===== src/rtl/my_regfile_pkg.sv =====
// regfile_pkg: shared widths and word/address types for the register file
package regfile_pkg;
  localparam int REG_DW = 16;
  localparam int REG_AW = 4;
  localparam int REG_N = 1 << REG_AW;
  typedef logic [REG_DW-1:0] reg_word_t;
  typedef logic [REG_AW-1:0] reg_addr_t;
endpackage


===== src/rtl/my_regfile_if.sv =====
// my_regfile_if: read/write port bundle of the register file
interface my_regfile_if
  import regfile_pkg::*;
#(
  parameter int DW = REG_DW,
  parameter int AW = REG_AW
);
  logic [AW-1:0] n1;
  logic [DW-1:0] rd1;
  logic [AW-1:0] n2;
  logic [DW-1:0] rd2;
  logic we;
  logic [AW-1:0] wn;
  logic [DW-1:0] wd;
  modport master (output n1, n2, we, wn, wd, input rd1, rd2);
  modport slave (input n1, n2, we, wn, wd, output rd1, rd2);
endinterface


===== src/rtl/my_regfile_word.sv =====
// regfile_word: one register with sync reset to INIT and a load enable
module regfile_word
  import regfile_pkg::*;
#(
  parameter int DW = REG_DW,
  parameter logic [DW-1:0] INIT = '0
) (
  input  logic          clk,
  input  logic          rst,
  input  logic          en_i,
  input  logic [DW-1:0] d_i,
  output logic [DW-1:0] q_o
);
  logic [DW-1:0] q_q;
  logic [DW-1:0] q_d;
  always_comb q_d = en_i ? d_i : q_q;
  always_ff @(posedge clk) q_q <= rst ? INIT : q_d;
  assign q_o = q_q;
endmodule


===== src/rtl/my_regfile.sv =====
// my_regfile: 2-read/1-write register file, entry i resets to i, no write bypass
module my_regfile
  import regfile_pkg::*;
#(
  parameter int DW = REG_DW,
  parameter int AW = REG_AW
) (
  input logic clk,
  input logic rst,
  my_regfile_if.slave rf
);
  localparam int N = 1 << AW;
  logic [DW-1:0] words [N];
  logic [N-1:0] en;
  for (genvar g = 0; g < N; g++) begin : g_word
    assign en[g] = rf.we && (rf.wn == AW'(g));
    regfile_word #(.DW(DW), .INIT(DW'(g))) u_word (
      .clk  (clk),
      .rst  (rst),
      .en_i (en[g]),
      .d_i  (rf.wd),
      .q_o  (words[g])
    );
  end
  always_comb begin
    rf.rd1 = words[rf.n1];
    rf.rd2 = words[rf.n2];
  end
endmodule


===== src/flat_wrapper.sv =====
// flat-port wrapper written by rule: the top's interface ports become plain ports
module my_regfile_flat import regfile_pkg::*;
#(
  parameter int DW = REG_DW,
  parameter int AW = REG_AW
)
  (clk, rst, rf_n1, rf_n2, rf_we, rf_wn, rf_wd, rf_rd1, rf_rd2);
  my_regfile_if #(.DW(DW), .AW(AW)) rf_i ();
  input logic clk;
  input logic rst;
  input wire logic [$bits(rf_i.n1)-1:0] rf_n1;
  input wire logic [$bits(rf_i.n2)-1:0] rf_n2;
  input wire logic [$bits(rf_i.we)-1:0] rf_we;
  input wire logic [$bits(rf_i.wn)-1:0] rf_wn;
  input wire logic [$bits(rf_i.wd)-1:0] rf_wd;
  output wire logic [$bits(rf_i.rd1)-1:0] rf_rd1;
  output wire logic [$bits(rf_i.rd2)-1:0] rf_rd2;
  assign rf_i.n1 = rf_n1;
  assign rf_i.n2 = rf_n2;
  assign rf_i.we = rf_we;
  assign rf_i.wn = rf_wn;
  assign rf_i.wd = rf_wd;
  assign rf_rd1 = rf_i.rd1;
  assign rf_rd2 = rf_i.rd2;
  my_regfile #(.DW(DW), .AW(AW)) u_core (.clk(clk), .rst(rst), .rf(rf_i));
endmodule

===== config.mk =====
export PLATFORM = sky130hd
export DESIGN_NAME = my_regfile_flat
export DESIGN_NICKNAME = d
export VERILOG_FILES = /design/src/rtl/my_regfile_pkg.sv /design/src/rtl/my_regfile_if.sv /design/src/rtl/my_regfile_word.sv /design/src/rtl/my_regfile.sv /design/src/flat_wrapper.sv
export SDC_FILE = /design/constraint.sdc
export NUM_CORES = 1
export LEC_CHECK = 0
export ABC_AREA = 1
export CORE_ASPECT_RATIO = 0.9
export CORE_MARGIN = 1
export CORE_UTILIZATION = 45
export CTS_CLUSTER_DIAMETER = 50
export CTS_CLUSTER_SIZE = 8
export DETAILED_ROUTE_END_ITERATION = 12
export PLACE_DENSITY = 0.72
export RECOVER_POWER = 25
export SLEW_MARGIN = 10
export SYNTH_ARGS = -nofsm -noshare
export SYNTH_HDL_FRONTEND = slang
export SYNTH_SLANG_ARGS = --single-unit
export TNS_END_PERCENT = 1

===== constraint.sdc =====
create_clock -name clk -period 2.6 [get_ports clk]
set_input_delay 0.26 -clock clk [delete_from_list [all_inputs] [get_ports clk]]
set_output_delay 0.26 -clock clk [all_outputs]
set_load 0.01 [all_outputs]

==> flow_summary_export.csv, run 1 <==
group,metric,value,unit
layout,largest_reg_flops,256,
detailed_routing,wl_met3,6660,µm
floorplan,rows,61,
sta,setup_slack,0.263,ns
hold_path,hold_class,"reg -> reg",
sta,final_hold_viol_count,0,
flow_run,drv_cap,0,
floorplan,dieArea,32400,µm²
clock_network,cts_buffers,38,
clock_network,postCtsSetupBuffers,0,
clock_network,cts_hold_buffers,0,
global_routing,grt_first_pass_wirelength,80600,µm
power_and_ir_drop,swShare,27.0,%
place,preCtsSetupSlack,0.300,ns
global_routing,grt_max_degree,107,
layout,area_growth,15.0,%
power_and_ir_drop,ir_worst_vdd,601,µV
detailed_routing,remaining_drc_errors,0,
layout,nFillCells,3033,
critical_path,cp_data_arrival_time,2.08,ns
clock_network,cts_max_level,2,
layout,finalNetCount,2366,
clock_network,cts.repair.resized,0,
detailed_routing,wl_per_cell,19.0,µm
sta,timing.slew.headroom,26.4,%
place,hpwlAfterDp,30400,µm
clock_network,clk_pin_slew,0.05,ns
detailed_routing,dr_total_vias,15935,
power_and_ir_drop,power.leakage,0.00762,µW
synthesis,ys_types,17,
critical_path,path_class,"in -> out",
power_and_ir_drop,p_switching,2750,µW
synthesis,synth.ff_latch_count,256,
layout,final_common_cell,"nand2_1",
critical_path,cp-start-kind,"primary input",
floorplan,initial_utilization,46.0,%
layout,final_cell_mix,"nand2_1, nand3_1, inv_1",
detailed_routing,drt_iter0_drc,2553,
place,io_buffers,62,
sta,setup_viol_count_final,0,
synthesis,syn-cell-area,14200,µm²
synthesis,netlist.area_leader.share,36.0,%
power_and_ir_drop,combPwrFrac,14.6,%
outcome,status,"finished, final reports clean",
synthesis,synth.avg_cell_area,6.05,µm²
layout,drive_above_1_share,5.56,%
clock_network,cts.sinks,256,
floorplan,ios,63,
sta,slew_violations,0,
layout,finalNonFillerCells,2751,
sta,clock.fmax,428,MHz
sta,finalCritPeriodShare,89.9,%
power_and_ir_drop,power_frac_clock,45.6,%
floorplan,die_width,190,µm
global_routing,grt_usage,32.1,%
critical_path,end_kind,"output pin",
layout,multi_input_area,7270,µm²
sta,min_period,2.34,ns
power_and_ir_drop,total_power,10200,µW
power_and_ir_drop,p_seq_share,39.7,%
critical_path,worstPathMaxFanout,17,
critical_path,critPathRequiredTime,2.34,ns
sta,tightestPinTransition,1.10,ns
synthesis,syn_nets,2387,
floorplan,core_area,31000,µm²
clock_network,cts-root-buf,"clkbuf_16",
clock_network,clkLatencyLatePin,0.52,ns
synthesis,yosys.area.top_type,"dfxtp_1",
detailed_routing,drt-met1-wl,21100,µm
synthesis,synth_cells,2356,
global_routing,overflow,0,
floorplan,fp.dieH,171,µm
power_and_ir_drop,power.density,621,nW/µm²
clock_network,cts_tree,"done",
detailed_routing,route.met2.wl,22200,µm
global_routing,antenna_found_initial,3,
place,placed_cells,2704,
global_routing,first_global_vias,14509,
sta,fin_skew,0,ns
power_and_ir_drop,p_int,7440,µW
clock_network,cts.path.max_buffers,3,
detailed_routing,drtPass1Iterations,8,
detailed_routing,dr.max_layer_used,"met4",
synthesis,yosys-top-cells-area,"dfxtp_1, nand3_1, nand2_1, o21ai_0, inv_1",
sta,grt_setup_unrepaired,"no",
synthesis,seq_area_frac_synth,36.0,%
place,gp_congestion,0.899,
sta,fin_tns_setup,0,ns
layout,final-seq-area,5120,µm²
detailed_routing,vias_per_cell,5.79,
synthesis,yosys_warnings,0,
detailed_routing,wirelength,52300,µm
detailed_routing,ant_nets,0,
==> path summary, 6_finish.rpt <==
check                                      to                        startpoint  slack (ns)  depth (start not counted)
max                                rf_rd2[15]                          rf_n2[2]        0.26                          7
min          u_core.g_word[15].u_word.q_o[14]  u_core.g_word[15].u_word.q_o[14]        0.47                          2
max reg2reg  u_core.g_word[11].u_word.q_o[11]  u_core.g_word[11].u_word.q_o[11]        1.88                          2
min reg2reg  u_core.g_word[15].u_word.q_o[14]  u_core.g_word[15].u_word.q_o[14]        0.47                          2
==> worst max-delay path, stage by stage <==
cell and delay (ns):
clkdlybuf4s50_1 0.53, inv_1 0.07, buf_4 0.25, nand3_1 0.13, nand3_1 0.11, nand2_1 0.15
clkdlybuf4s50_1 0.57
==> layer usage <==
metal,up-vias,global-route usage [%]
met5,-,0
met4,0,15.0
met3,185,6.15
met2,1061,49.5
met1,7229,43.2
li1,7460,-
==> power by group through the flow <==
stage | clock [µW] | combinational, µW | sequential, µW
final | 4640 | 1490 | 4050
after global routing | 4890 | 1620 | 4050
after CTS | 4680 | 1460 | 4050
after detailed placement | 0 | 1450 | 4120
after global placement | 0 | 1430 | 4120
after floorplan | 0 | 892 | 4120
==> synth_stat cells <==
library cell and n:
dfxtp_1 256, nand2_1 573, clkbuf_1 110, a21oi_1 134
o21ai_0 224, nor2_2 1, o21ai_1 6, nor2_1 201
inv_1 280, o211ai_1 26, nand3_1 454, buf_1 25
buf_4 4, inv_2 7, nand3_2 2, nor2_4 4
buf_2 49
==> area by class of cell <==
type / instances / area share, %
antenna: 3 / 0.0458
inverter: 287 / 6.63
multi-input combinational: 1625 / 44.3
timing repair buffer: 127 / 7.98
clock inverter: 1 / 0.183
sequential: 256 / 31.3
tap: 409 / 3.12
clock buffer: 43 / 6.43
==> stage by stage <==
step	hold WS, ns	instance area (µm²)	utilization [%]
floorplan	0.360	14200	-
global placement	0.456	15300	49.4
detailed placement	0.464	15300	49.4
CTS	0.473	16400	52.9
global route	0.486	16400	52.9
finish	0.474	16400	52.9
==> kinds of logic (layout without fill, tap and decap cells) <==
group	Yosys count	in the layout	synth area share [%]
simple gates	1235	1235	36.8
compound gates	390	390	14.2
flops	256	256	36.0
other cells	0	3	0
buf+inv	475	458	13.0
Power figures use the tool's default switching activity.
==> inputs of run 2 (changes only) <==
- CTS_CLUSTER_DIAMETER: 50 -> 80
==> flow_summary_export.csv, run 2 (synthesized netlist as in run 1, its figures left out) <==
group,metric,value,unit
layout,finalNetCount,2365,
detailed_routing,ant_nets,0,
clock_network,cts-root-buf,"clkbuf_16",
sta,setup_viol_count_final,0,
floorplan,die_width,190,µm
flow_run,drv_cap,0,
floorplan,dieArea,32400,µm²
critical_path,cp-start-kind,"primary input",
critical_path,path_class,"in -> reg",
hold_path,hold_class,"reg -> reg",
layout,final_cell_mix,"nand2_1, nand3_1, inv_1",
global_routing,grt_first_pass_wirelength,80600,µm
global_routing,first_global_vias,14519,
place,hpwlAfterDp,30400,µm
outcome,status,"finished, final reports clean",
floorplan,ios,63,
place,gp_congestion,0.899,
clock_network,clkLatencyLatePin,0.51,ns
critical_path,cp_data_arrival_time,2.73,ns
sta,holdWs,0.472,ns
detailed_routing,wirelength,52100,µm
sta,tightestPinTransition,1.11,ns
detailed_routing,remaining_drc_errors,0,
sta,fin_tns_setup,0,ns
clock_network,cts.repair.resized,0,
detailed_routing,wl_per_cell,19.0,µm
critical_path,worstPathMaxFanout,57,
global_routing,grt_usage,32.0,%
critical_path,critPathRequiredTime,2.97,ns
global_routing,overflow,0,
clock_network,postCtsSetupBuffers,0,
sta,final_hold_viol_count,0,
clock_network,cts_tree,"done",
layout,nFillCells,3066,
sta,min_period,2.36,ns
layout,drive_above_1_share,5.35,%
floorplan,rows,61,
global_routing,antenna_found_initial,3,
sta,fin_skew,0,ns
detailed_routing,drtPass1Iterations,7,
power_and_ir_drop,total_power,9870,µW
layout,area_growth,14.3,%
global_routing,grt_max_degree,107,
sta,finalCritPeriodShare,90.9,%
clock_network,cts.path.max_buffers,3,
sta,grt_setup_unrepaired,"no",
layout,largest_reg_flops,256,
clock_network,clk_pin_slew,0.05,ns
layout,final_common_cell,"nand2_1",
critical_path,end_kind,"flip-flop",
sta,timing.slew.headroom,26.1,%
power_and_ir_drop,power.density,606,nW/µm²
detailed_routing,vias_per_cell,5.78,
power_and_ir_drop,power.leakage,0.00757,µW
place,io_buffers,62,
floorplan,fp.dieH,171,µm
sta,clock.fmax,423,MHz
floorplan,initial_utilization,46.0,%
detailed_routing,dr_total_vias,15866,
clock_network,cts.sinks,256,
clock_network,cts_buffers,37,
floorplan,core_area,31000,µm²
sta,slew_violations,0,
clock_network,cts_max_level,2,
power_and_ir_drop,ir_worst_vdd,451,µV
clock_network,cts_hold_buffers,0,
detailed_routing,drt_iter0_drc,2266,
==> run 2: final cells by class <==
cell class / count / area (µm²) / share of cell area [%]
Tap cell: 409 / 512 / 3.14
Clock buffer: 39 / 976 / 5.99
Timing Repair Buffer: 127 / 1300 / 8.01
Inverter: 287 / 1090 / 6.67
Multi-Input combinational cell: 1625 / 7270 / 44.6
Antenna cell: 3 / 7.51 / 0.0461
Sequential cell: 256 / 5120 / 31.5
Clock inverter: 1 / 8.76 / 0.0538
==> run 2: stage by stage <==
step / util [%] / std cells / setup WS [ns] / cell area [µm²]
finish: 52.6 / 2747 / 0.236 / 16300
global route: 52.6 / 2747 / 0.136 / 16300
CTS: 52.6 / 2744 / 0.290 / 16300
detailed placement: 49.4 / 2704 / 0.300 / 15300
global placement: 49.4 / 2704 / 0.303 / 15300
floorplan: - / 2356 / 1.18 / 14200
==> run 2: power by group <==
part	internal (µW)	switching (µW)
sequential	4020	28.5
combinational	513	976
clock	2620	1720
total	7150	2720
==> run 2: metal layers <==
layer | vias up | part of all wire (%) | global-route usage (%)
met5 | - | 0 | 0
met4 | 0 | 4.0 | 15.0
met3 | 170 | 12 | 6.13
met2 | 1041 | 43 | 49.5
met1 | 7194 | 41 | 43.0
li1 | 7461 | - | -
==> run 2: worst paths after layout <==
kind	start	end	slack (ns)	cells after the start
max	rst	u_core.g_word[4].u_word.q_o[8]	0.24	5
min	u_core.g_word[7].u_word.q_o[12]	u_core.g_word[7].u_word.q_o[12]	0.47	2
min reg2reg	u_core.g_word[7].u_word.q_o[12]	u_core.g_word[7].u_word.q_o[12]	0.47	2
max reg2reg	u_core.g_word[14].u_word.q_o[2]	u_core.g_word[14].u_word.q_o[2]	1.90	2
==> run 2: critical path, cell delays in order <==
cell           delay, ns
dlygate4sd3_1       0.74
clkinvlp_4          0.96
buf_4               0.57
o21ai_0             0.10
a21oi_1             0.06
